### config.mk
export PLATFORM = sky130hd
export DESIGN_NAME = rv32i_alu_decoder
export DESIGN_NICKNAME = d
export VERILOG_FILES = /design/src/rtl/rv32i_alu_decoder_pkg.sv /design/src/rtl/rv32i_decode_comb.sv /design/src/rtl/rv32i_alu_decoder.sv
export SDC_FILE = /design/constraint.sdc
export NUM_CORES = 1
export LEC_CHECK = 0
export ABC_CLOCK_PERIOD_IN_PS = 7200
export CAP_MARGIN = 10
export CORE_ASPECT_RATIO = 1.5
export CORE_MARGIN = 2
export CORE_UTILIZATION = 45
export CTS_BUF_LIST = sky130_fd_sc_hd__clkbuf_8 sky130_fd_sc_hd__clkbuf_16
export DETAILED_ROUTE_END_ITERATION = 6
export PLACE_DENSITY = 0.7
export SYNTH_ARGS = -nofsm -noshare
export SYNTH_HDL_FRONTEND = slang
export SYNTH_SLANG_ARGS = --single-unit
### constraint.sdc
create_clock -name clk -period 7.2 [get_ports clk]
set_input_delay 0.72 -clock clk [delete_from_list [all_inputs] [get_ports clk]]
set_output_delay 0.72 -clock clk [all_outputs]
set_load 0.05 [all_outputs]
### src/rtl/rv32i_alu_decoder_pkg.sv
// Shared RV32I decode constants: ALU op codes, instruction classes, operand selects and opcodes.
`timescale 1ns/1ps
package rv32i_alu_decoder_pkg;

    typedef enum logic [3:0] {
        ALU_AND = 4'b0000,
        ALU_OR  = 4'b0001,
        ALU_ADD = 4'b0010,
        ALU_SLL = 4'b0011,
        ALU_SUB = 4'b0100,
        ALU_SHR = 4'b0101,
        ALU_XOR = 4'b0111,
        ALU_SLT = 4'b1000
    } alu_op_e;

    typedef enum logic [2:0] {
        CLS_ALU    = 3'd0,
        CLS_LOAD   = 3'd1,
        CLS_STORE  = 3'd2,
        CLS_BRANCH = 3'd3,
        CLS_JAL    = 3'd4,
        CLS_JALR   = 3'd5,
        CLS_SYSTEM = 3'd6
    } class_e;

    typedef enum logic [1:0] {
        ASEL_RS1  = 2'b00,
        ASEL_PC   = 2'b01,
        ASEL_ZERO = 2'b10
    } a_sel_e;

    localparam logic BSEL_RS2 = 1'b0;
    localparam logic BSEL_IMM = 1'b1;

    localparam logic [6:0] OPC_LOAD     = 7'b0000011;
    localparam logic [6:0] OPC_MISC_MEM = 7'b0001111;
    localparam logic [6:0] OPC_OP_IMM   = 7'b0010011;
    localparam logic [6:0] OPC_AUIPC    = 7'b0010111;
    localparam logic [6:0] OPC_STORE    = 7'b0100011;
    localparam logic [6:0] OPC_OP       = 7'b0110011;
    localparam logic [6:0] OPC_LUI      = 7'b0110111;
    localparam logic [6:0] OPC_BRANCH   = 7'b1100011;
    localparam logic [6:0] OPC_JALR     = 7'b1100111;
    localparam logic [6:0] OPC_JAL      = 7'b1101111;
    localparam logic [6:0] OPC_SYSTEM   = 7'b1110011;

    localparam logic [6:0] F7_BASE = 7'b0000000;
    localparam logic [6:0] F7_ALT  = 7'b0100000;

    typedef enum logic [1:0] {
        SKID_EMPTY = 2'd0,
        SKID_ONE   = 2'd1,
        SKID_FULL  = 2'd2
    } skid_state_e;

    typedef struct packed {
        logic [31:0] pc;
        logic [3:0]  alu_control;
        logic        alu_sgn;
        logic [1:0]  a_sel;
        logic        b_sel;
        logic [31:0] imm;
        logic [4:0]  rs1;
        logic [4:0]  rs2;
        logic [4:0]  rd;
        logic        reg_write;
        logic [2:0]  cls;
        logic [2:0]  funct3;
        logic        illegal;
    } decoded_t;

    function automatic logic [3:0] alu_from_funct3(input logic [2:0] funct3);
        logic [3:0] op;
        case (funct3)
            3'b000:  op = ALU_ADD;
            3'b001:  op = ALU_SLL;
            3'b010,
            3'b011:  op = ALU_SLT;
            3'b100:  op = ALU_XOR;
            3'b101:  op = ALU_SHR;
            3'b110:  op = ALU_OR;
            default: op = ALU_AND;
        endcase
        return op;
    endfunction

endpackage

### src/rtl/rv32i_decode_comb.sv
// Purely combinational RV32I decode of one instruction word into the decoded_t bundle.
`timescale 1ns/1ps
module rv32i_decode_comb
    import rv32i_alu_decoder_pkg::*;
(
    input  logic [31:0] instr,
    input  logic [31:0] pc,
    output decoded_t    dec
);

    logic [6:0]  opcode;
    logic [2:0]  funct3;
    logic [6:0]  funct7;
    logic [31:0] imm_i, imm_s, imm_b, imm_u, imm_j, imm_sh;
    logic        writes;
    logic        illegal;

    assign opcode = instr[6:0];
    assign funct3 = instr[14:12];
    assign funct7 = instr[31:25];

    assign imm_i  = {{20{instr[31]}}, instr[31:20]};
    assign imm_s  = {{20{instr[31]}}, instr[31:25], instr[11:7]};
    assign imm_b  = {{19{instr[31]}}, instr[31], instr[7], instr[30:25], instr[11:8], 1'b0};
    assign imm_u  = {instr[31:12], 12'b0};
    assign imm_j  = {{11{instr[31]}}, instr[31], instr[19:12], instr[20], instr[30:21], 1'b0};
    assign imm_sh = {27'b0, instr[24:20]};

    always_comb begin
        dec             = '0;
        dec.pc          = pc;
        dec.rs1         = instr[19:15];
        dec.rs2         = instr[24:20];
        dec.rd          = instr[11:7];
        dec.funct3      = funct3;
        dec.alu_control = ALU_ADD;
        dec.a_sel       = ASEL_RS1;
        dec.b_sel       = BSEL_RS2;
        dec.cls         = CLS_ALU;
        writes          = 1'b0;
        illegal         = 1'b0;

        case (opcode)
            OPC_OP_IMM: begin
                writes          = 1'b1;
                dec.b_sel       = BSEL_IMM;
                dec.alu_control = alu_from_funct3(funct3);
                dec.alu_sgn     = (funct3 == 3'b010);
                dec.imm         = imm_i;
                if (funct3 == 3'b001) begin
                    dec.imm = imm_sh;
                    illegal = (funct7 != F7_BASE);
                end else if (funct3 == 3'b101) begin
                    dec.imm = imm_sh;
                    if (funct7 == F7_ALT)
                        dec.alu_sgn = 1'b1;
                    else if (funct7 != F7_BASE)
                        illegal = 1'b1;
                end
            end
            OPC_OP: begin
                writes          = 1'b1;
                dec.alu_control = alu_from_funct3(funct3);
                dec.alu_sgn     = (funct3 == 3'b010);
                // funct7 alternate form only encodes SUB and SRA
                if (funct7 == F7_ALT) begin
                    if (funct3 == 3'b000)
                        dec.alu_control = ALU_SUB;
                    else if (funct3 == 3'b101)
                        dec.alu_sgn = 1'b1;
                    else
                        illegal = 1'b1;
                end else if (funct7 != F7_BASE) begin
                    illegal = 1'b1;
                end
            end
            OPC_LUI: begin
                writes    = 1'b1;
                dec.a_sel = ASEL_ZERO;
                dec.b_sel = BSEL_IMM;
                dec.imm   = imm_u;
            end
            OPC_AUIPC: begin
                writes    = 1'b1;
                dec.a_sel = ASEL_PC;
                dec.b_sel = BSEL_IMM;
                dec.imm   = imm_u;
            end
            OPC_JAL: begin
                writes    = 1'b1;
                dec.cls   = CLS_JAL;
                dec.a_sel = ASEL_PC;
                dec.b_sel = BSEL_IMM;
                dec.imm   = imm_j;
            end
            OPC_JALR: begin
                writes    = 1'b1;
                dec.cls   = CLS_JALR;
                dec.b_sel = BSEL_IMM;
                dec.imm   = imm_i;
                illegal   = (funct3 != 3'b000);
            end
            OPC_BRANCH: begin
                dec.cls = CLS_BRANCH;
                dec.imm = imm_b;
                case (funct3)
                    3'b000, 3'b001: dec.alu_control = ALU_SUB;
                    3'b100, 3'b101: begin
                        dec.alu_control = ALU_SLT;
                        dec.alu_sgn     = 1'b1;
                    end
                    3'b110, 3'b111: dec.alu_control = ALU_SLT;
                    default:        illegal = 1'b1;
                endcase
            end
            OPC_LOAD: begin
                writes    = 1'b1;
                dec.cls   = CLS_LOAD;
                dec.b_sel = BSEL_IMM;
                dec.imm   = imm_i;
                illegal   = (funct3 == 3'b011) || (funct3 == 3'b110) || (funct3 == 3'b111);
            end
            OPC_STORE: begin
                dec.cls   = CLS_STORE;
                dec.b_sel = BSEL_IMM;
                dec.imm   = imm_s;
                illegal   = (funct3 > 3'b010);
            end
            OPC_MISC_MEM, OPC_SYSTEM: begin
                dec.cls = CLS_SYSTEM;
            end
            default: illegal = 1'b1;
        endcase

        if (instr[1:0] != 2'b11)
            illegal = 1'b1;

        dec.illegal   = illegal;
        dec.reg_write = writes && (instr[11:7] != 5'd0) && !illegal;
    end

endmodule

### src/rtl/rv32i_alu_decoder.sv
// RV32I decoder front end: combinational decode into a one-cycle-latency skid buffer (or single stage).
`timescale 1ns/1ps
module rv32i_alu_decoder
    import rv32i_alu_decoder_pkg::*;
#(
    parameter bit SKID_EN = 1'b1
) (
    input  logic        clk,
    input  logic        rst,
    input  logic        flush,
    input  logic        in_valid,
    output logic        in_ready,
    input  logic [31:0] in_instr,
    input  logic [31:0] in_pc,
    output logic        out_valid,
    input  logic        out_ready,
    output logic [31:0] out_pc,
    output logic [3:0]  out_alu_control,
    output logic        out_alu_sgn,
    output logic [1:0]  out_a_sel,
    output logic        out_b_sel,
    output logic [31:0] out_imm,
    output logic [4:0]  out_rs1,
    output logic [4:0]  out_rs2,
    output logic [4:0]  out_rd,
    output logic        out_reg_write,
    output logic [2:0]  out_class,
    output logic [2:0]  out_funct3,
    output logic        out_illegal
);

    decoded_t    dec;
    decoded_t    head_p1;
    decoded_t    skid_p1;
    skid_state_e state_q, state_d;
    logic        rdy_q;
    logic        accept;
    logic        drain;

    rv32i_decode_comb u_decode (
        .instr (in_instr),
        .pc    (in_pc),
        .dec   (dec)
    );

    assign accept = in_valid && in_ready;
    assign drain  = out_valid && out_ready;

    always_ff @(posedge clk or posedge rst) begin
        if (rst) begin
            state_q <= SKID_EMPTY;
            rdy_q   <= 1'b1;
        end else begin
            state_q <= state_d;
            rdy_q   <= (state_d != SKID_FULL);
        end
    end

    always_comb begin
        state_d = state_q;
        if (flush) begin
            state_d = SKID_EMPTY;
        end else begin
            case (state_q)
                SKID_EMPTY: if (accept) state_d = SKID_ONE;
                SKID_ONE: begin
                    if (accept && !drain && SKID_EN)
                        state_d = SKID_FULL;
                    else if (!accept && drain)
                        state_d = SKID_EMPTY;
                end
                SKID_FULL:  if (drain) state_d = SKID_ONE;
                default:    state_d = SKID_EMPTY;
            endcase
        end
    end

    always_comb begin
        out_valid = (state_q != SKID_EMPTY);
        in_ready  = SKID_EN ? rdy_q : (!out_valid || out_ready);
    end

    // Stage 1: head presents the oldest entry; skid catches one more while the head stalls
    always_ff @(posedge clk or posedge rst) begin
        if (rst) begin
            head_p1 <= '0;
            skid_p1 <= '0;
        end else if (!flush) begin
            case (state_q)
                SKID_EMPTY: if (accept) head_p1 <= dec;
                SKID_ONE: begin
                    if (accept && drain)
                        head_p1 <= dec;
                    else if (accept)
                        skid_p1 <= dec;
                end
                SKID_FULL:  if (drain) head_p1 <= skid_p1;
                default: ;
            endcase
        end
    end

    assign out_pc          = head_p1.pc;
    assign out_alu_control = head_p1.alu_control;
    assign out_alu_sgn     = head_p1.alu_sgn;
    assign out_a_sel       = head_p1.a_sel;
    assign out_b_sel       = head_p1.b_sel;
    assign out_imm         = head_p1.imm;
    assign out_rs1         = head_p1.rs1;
    assign out_rs2         = head_p1.rs2;
    assign out_rd          = head_p1.rd;
    assign out_reg_write   = head_p1.reg_write;
    assign out_class       = head_p1.cls;
    assign out_funct3      = head_p1.funct3;
    assign out_illegal     = head_p1.illegal;

endmodule

======== Word-level counts from Yosys, hierarchy flattened ========
Index checks and enable logic that the tools add are counted.
storage, ports and cells
  register bits ........................... 193
  output and inout bits ................... 97
  word-level logic and storage cells ...... 128
operators by class
  magnitude comparators ................... 1
  equal/unequal tests ..................... 26
  muxes and demuxes ....................... 38
  bitwise gates (word level) .............. 2
  reduce and logical (&&, ||, !) cells .... 33
operators with widths
  kind                                                 count
  two-way mux 95 bit                                   3
  case mux 95 bit (3 select lines)                     1
  case mux 32 bit (6 select lines)                     1
  two-way mux 32 bit                                   2
  equality test 7 x 6 -> 1 bit, second input constant  4
  equality test 7 bit, second input constant           4
  case mux 4 bit (6 select lines)                      1
  case mux 3 bit (6 select lines)                      1
  two-way mux 1 bit                                    17
  case mux 5 bit (3 select lines)                      1
  equality test 7 x 5 -> 1 bit, second input constant  2
  OR reduction 2 bit                                   7
  OR reduction 7 bit                                   2
  equality test 3 bit, second input constant           4
  two-way mux 2 bit                                    5
  != test 2 bit, second input constant                 5
  case mux 4 bit (2 select lines)                      1
  equality test 7 x 2 -> 1 bit, second input constant  1
  equality test 7 x 4 -> 1 bit, second input constant  1
  logical AND 1 bit                                    7
  case mux 1 bit (7 select lines)                      1
  nonzero test 7 bit                                   1
  equality test 3 x 2 -> 1 bit, second input constant  2
  case mux 2 bit (3 select lines)                      1
  other kinds (20)                                     25

======== Depth between registers and ports, before layout ========
  word-level depth ........................ 11
  gate-level depth with buffers ........... 7

======== By module ========
A second synthesis with hierarchy kept.
second synthesis, totals
  cell total of the unflattened synthesis .. 829
  area, all modules ....................... 9364.0 sq um
by module, submodules not included
  module             instances  cells each  area each (sq um)  sequential area each (sq um)
  rv32i_alu_decoder  1          633         8081.5             4830.9
  rv32i_decode_comb  1          196         1282.5             0.0

======== Least setup slack after synthesis ========
OpenSTA, ideal clock, no wires.
  path kind ............................... register to register
  start point ............................. register rdy_q, in the netlist in_ready
  end point ............................... register head_p1, in the netlist out_imm[5]
  arrival ................................. 2.058 ns
  data required time ...................... 7.074 ns
  slack ................................... 5.016 ns
  stages on the path, launching flop included .. 7
  buffers on the path ..................... 2
  period minus slack after synthesis ...... 2.184 ns
  cells stage by stage .................... dfstp_2 > nand2_1 > or3_1 > a21o_1 > buf_2 > buf_2 > a221o_1
between the ends
  cells in the longest elaborated chain, start to end .. 4
  elaborated cells between the ends (all ways) .. 5
  classes of those cells .................. eq/ne (2); reduce/logical (3)
ends and longest elaborated chain
  element                            RTL line                 source
  start: declaration                 rv32i_alu_decoder.sv:36  logic rdy_q;
  start signal: assignment           rv32i_alu_decoder.sv:55  rdy_q <= (state_d != SKID_FULL);
  logical AND 1 bit (*)              rv32i_alu_decoder.sv:46  assign accept = in_valid && in_ready;
  logical AND 1 bit                  rv32i_alu_decoder.sv:92  if (accept && drain)
  != test 2 bit (no line)            n/a
  AND reduction 5 bit (no line) (*)  n/a
  end signal: assignment             rv32i_alu_decoder.sv:97  SKID_FULL: if (drain) head_p1 <= skid_p1;
  end: declaration                   rv32i_alu_decoder.sv:33  decoded_t head_p1;
Mark *: on every way between the ends. The rest lies on a longest branch, timed or not.
A chain may end at the register's enable or synchronous reset.

======== Worst setup path in the final report ========
  start point ............................. register state_q[1]
  end point ............................... register head_p1, in the netlist out_imm[11]
between the ends
  cells in the longest elaborated chain, start to end .. 5
  elaborated cells between the ends (all ways) .. 12
  classes of those cells .................. eq/ne (5); mux (1); reduce/logical (6)
ends and longest elaborated chain
  element                        RTL line                 source
  start: declaration             rv32i_alu_decoder.sv:35  skid_state_e state_q, state_d;
  start signal: assignment       rv32i_alu_decoder.sv:54  state_q <= state_d;
  nonzero test 2 bit             rv32i_alu_decoder.sv:79  out_valid = (state_q != SKID_EMPTY);
  logical AND 1 bit              rv32i_alu_decoder.sv:47  assign drain = out_valid && out_ready;
  logical AND 1 bit              rv32i_alu_decoder.sv:92
  != test 2 bit (no line)        n/a
  AND reduction 5 bit (no line)  n/a
Several ways; a longest one is shown, not always the timed one.

==> results.sh <==
export IMPL_grt_max_degree=113
export IMPL_p_total_mw=3.250
export IMPL_fin_crit_sh_pct=47.99
export IMPL_path_class="register to register"
export IMPL_grtUsageTotal_pct=23.32
export IMPL_synth_seq_area_share_pct=54.04
export IMPL_synth_area_mm2=0.008940
export IMPL_finalNetCount=1192
export IMPL_rsz0062_at_grt="false"
export IMPL_synth_edf_count=0
export IMPL_grt_pass1_wl_mm=38.95
export IMPL_async_flop_share_pct=100.0
export IMPL_hold_viol_final=0
export IMPL_layout_setup_ws_ps=3745
export IMPL_finalSetupTns_ps=0
export IMPL_clock_tree_root_cell="clkbuf_16"
export IMPL_cts_resized=0
export IMPL_powerDensity_mw_per_mm2=289.6
export IMPL_cts_num_sinks=193
export IMPL_p_seq_share_pct=43.5
export IMPL_worstPathMaxFanout=91
export IMPL_place_hpwl_mm=15.33
export IMPL_antenna_left=0
export IMPL_die_x_um=119.1
export IMPL_drt_pass1_iterations=5
export IMPL_layout_drive_gt1_share_pct=5.727
export IMPL_yosys_warnings=0
export IMPL_area_growth_pct=25.51
export IMPL_drt_iter0_drc=804
export IMPL_rows=63
export IMPL_maxSlewViolCount=0
export IMPL_switching_share_pct=34.50
export IMPL_maxCapViolCount=0
export IMPL_clkSlewWorstSetupHoldPaths_ps=70
export IMPL_max_freq_mhz=289.4
export IMPL_final_cell_mix="331 x nand2_1, 192 x dfrtp_1, 165 x clkdlybuf4s50_1"
export IMPL_yosys_area_top_type_share_pct=53.74
export IMPL_cellInternalPower_mw=2.129
export IMPL_clock_skew_ps=8.039
export IMPL_gp_congestion=0.9256
export IMPL_start_util_pct=45.55
export IMPL_hold_class="register to register"
export IMPL_antenna_cells=0
export IMPL_netlist_cell_type_count=67
export IMPL_synth_ff_type="dfrtp_1"
export IMPL_grt_pass1_vias=7294
export IMPL_ctsHoldBuffers=0
export IMPL_syn_nets=1077
export IMPL_clk_latency_ps=430
export IMPL_cp_data_arrival_time_ps=3800
export IMPL_vdd_ir_drop_max_uv=152.2
export IMPL_antenna_found_initial=0
export IMPL_wl_per_cell_um=17.13
export IMPL_pin_count=166
export IMPL_worst_slew_pin_slew_ps=1090
export IMPL_layout_commonest_cell="nand2_1"
export IMPL_avgSynthCellArea_um2=8.869
export IMPL_synth_seq_cells=193
export IMPL_grt_overflow_total=0
export IMPL_pre_cts_ws_ps=3545
export IMPL_cts_tree="done"
export IMPL_die_height_um=176.6
export IMPL_fin_crit_ps=3455
export IMPL_end_kind="register"
export IMPL_post_cts_buffers=0
export IMPL_required_ps=7540
export IMPL_setup_violations=0
export IMPL_switchingPower_mw=1.121
export IMPL_holdWs_ps=461.4
export IMPL_dieArea_mm2=0.02103
export IMPL_post_synth_top_area_cell="dfrtp_1"
export IMPL_cts_buffer_depth=2
export IMPL_p_leak_nw=4.900
export IMPL_cts_htree_levels=4
export IMPL_core_mm2=0.01963
export IMPL_num_vias=7676
export IMPL_drc=0
export IMPL_cts_buffers=17
export IMPL_wl_mm=23.90
export IMPL_vias_per_cell=5.503
export IMPL_outcome="finished clean"
export IMPL_slew_headroom_pct=27.31
export IMPL_utilization_pct=57.17
export IMPL_synthTopCellsByArea="dfrtp_1 54%, nand2_1 14%, nor2_1 4.9%"
export IMPL_netlist_instances=1008
export IMPL_pwr_share_comb_pct=28.1
export IMPL_clock_power_share_pct=28.4
export IMPL_start_kind="register"
export IMPL_port_buffers=165
[cells by family (layout without fill, tap and decap cells)]
group           after synthesis  count (layout)  share of synthesized area, %
xor+xnor                      1               1                       0.09799
buf+inv                      83             210                         4.143
simple gates                532             532                         25.16
compound gates              197             197                         16.32
flops                       193             193                         54.04
mux                           2               2                        0.2379
[final cells by class]
class | instances | area (µm²)
fill | 1746 | 8407
sequential | 193 | 4831
multi-input combinational | 732 | 3762
timing repair buffer | 172 | 1704
clock buffer | 18 | 439.2
tap | 260 | 325.3
clock inverter | 13 | 125.1
inverter | 7 | 33.78
[power by group through the flow]
stage	combinational [mW]	clock, mW	sequential, mW
finish	0.914	0.922	1.41
global route	0.983	0.989	1.44
CTS	0.922	0.943	1.41
detailed placement	0.920	0	1.43
global placement	0.909	0	1.43
floorplan	0.288	0	1.74
[critical path, stage by stage, from the launching register on]
cell	delay [ps]
dfrtp_1	500
and2b_2	190
buf_4	660
nand2_1	250
a21oi_4	420
buf_4	740
nand2_1	300
o211ai_1	280
[metrics by stage]
step                      area, µm²  cells
after floorplan                8940   1008
after global placement        10660   1364
after detailed placement      10660   1364
after CTS                     11220   1395
after global routing          11220   1395
final                         11220   1395
[routing by layer]
layer	global-route usage (%)	share of wire, %	vias to the layer above
met5	0	0	-
met4	9.722	3.2	0
met3	3.705	4.8	51
met2	38.72	49	287
met1	30.45	43	3682
li1	-	-	3656
[sequential cells by signal, summed over array words and instances, names as in the netlist]
name and flops:
skid_p1 95, state_q 2, out_illegal 1, out_rs2 5
out_reg_write 1, in_ready 1, out_alu_sgn 1, out_a_sel 2
out_funct3 3, out_pc 32, out_rs1 5, out_b_sel 1
out_imm 32, out_alu_control 4, out_rd 5, out_class 3
[path summary, 6_finish.rpt]
path,cells past startpoint,to,startpoint,slack (ps)
max,7,out_imm[11],state_q[1],3740
min,2,skid_p1[33],skid_p1[33],460
min reg2reg,2,skid_p1[33],skid_p1[33],460
min in group asynchronous,2,out_pc[25],rst,850
max reg2reg,7,out_imm[11],state_q[1],3740
max in group asynchronous,3,skid_p1[26],rst,4770
[cells in the mapped netlist, drive strengths merged (4+ instances only)]
| master | count |
|---|---|
| a211oi | 29 |
| a21o | 7 |
| a21oi | 24 |
| a221o | 6 |
| a22oi | 6 |
| a31oi | 67 |
| and3 | 8 |
| buf | 39 |
| clkbuf | 37 |
| dfrtp | 192 |
| inv | 7 |
| nand2 | 331 |
| nand3 | 17 |
| nor2 | 117 |
| nor2b | 4 |
| nor3 | 24 |
| o211ai | 8 |
| o21ai | 24 |
| o22ai | 4 |
Power figures use the tool's default switching activity.
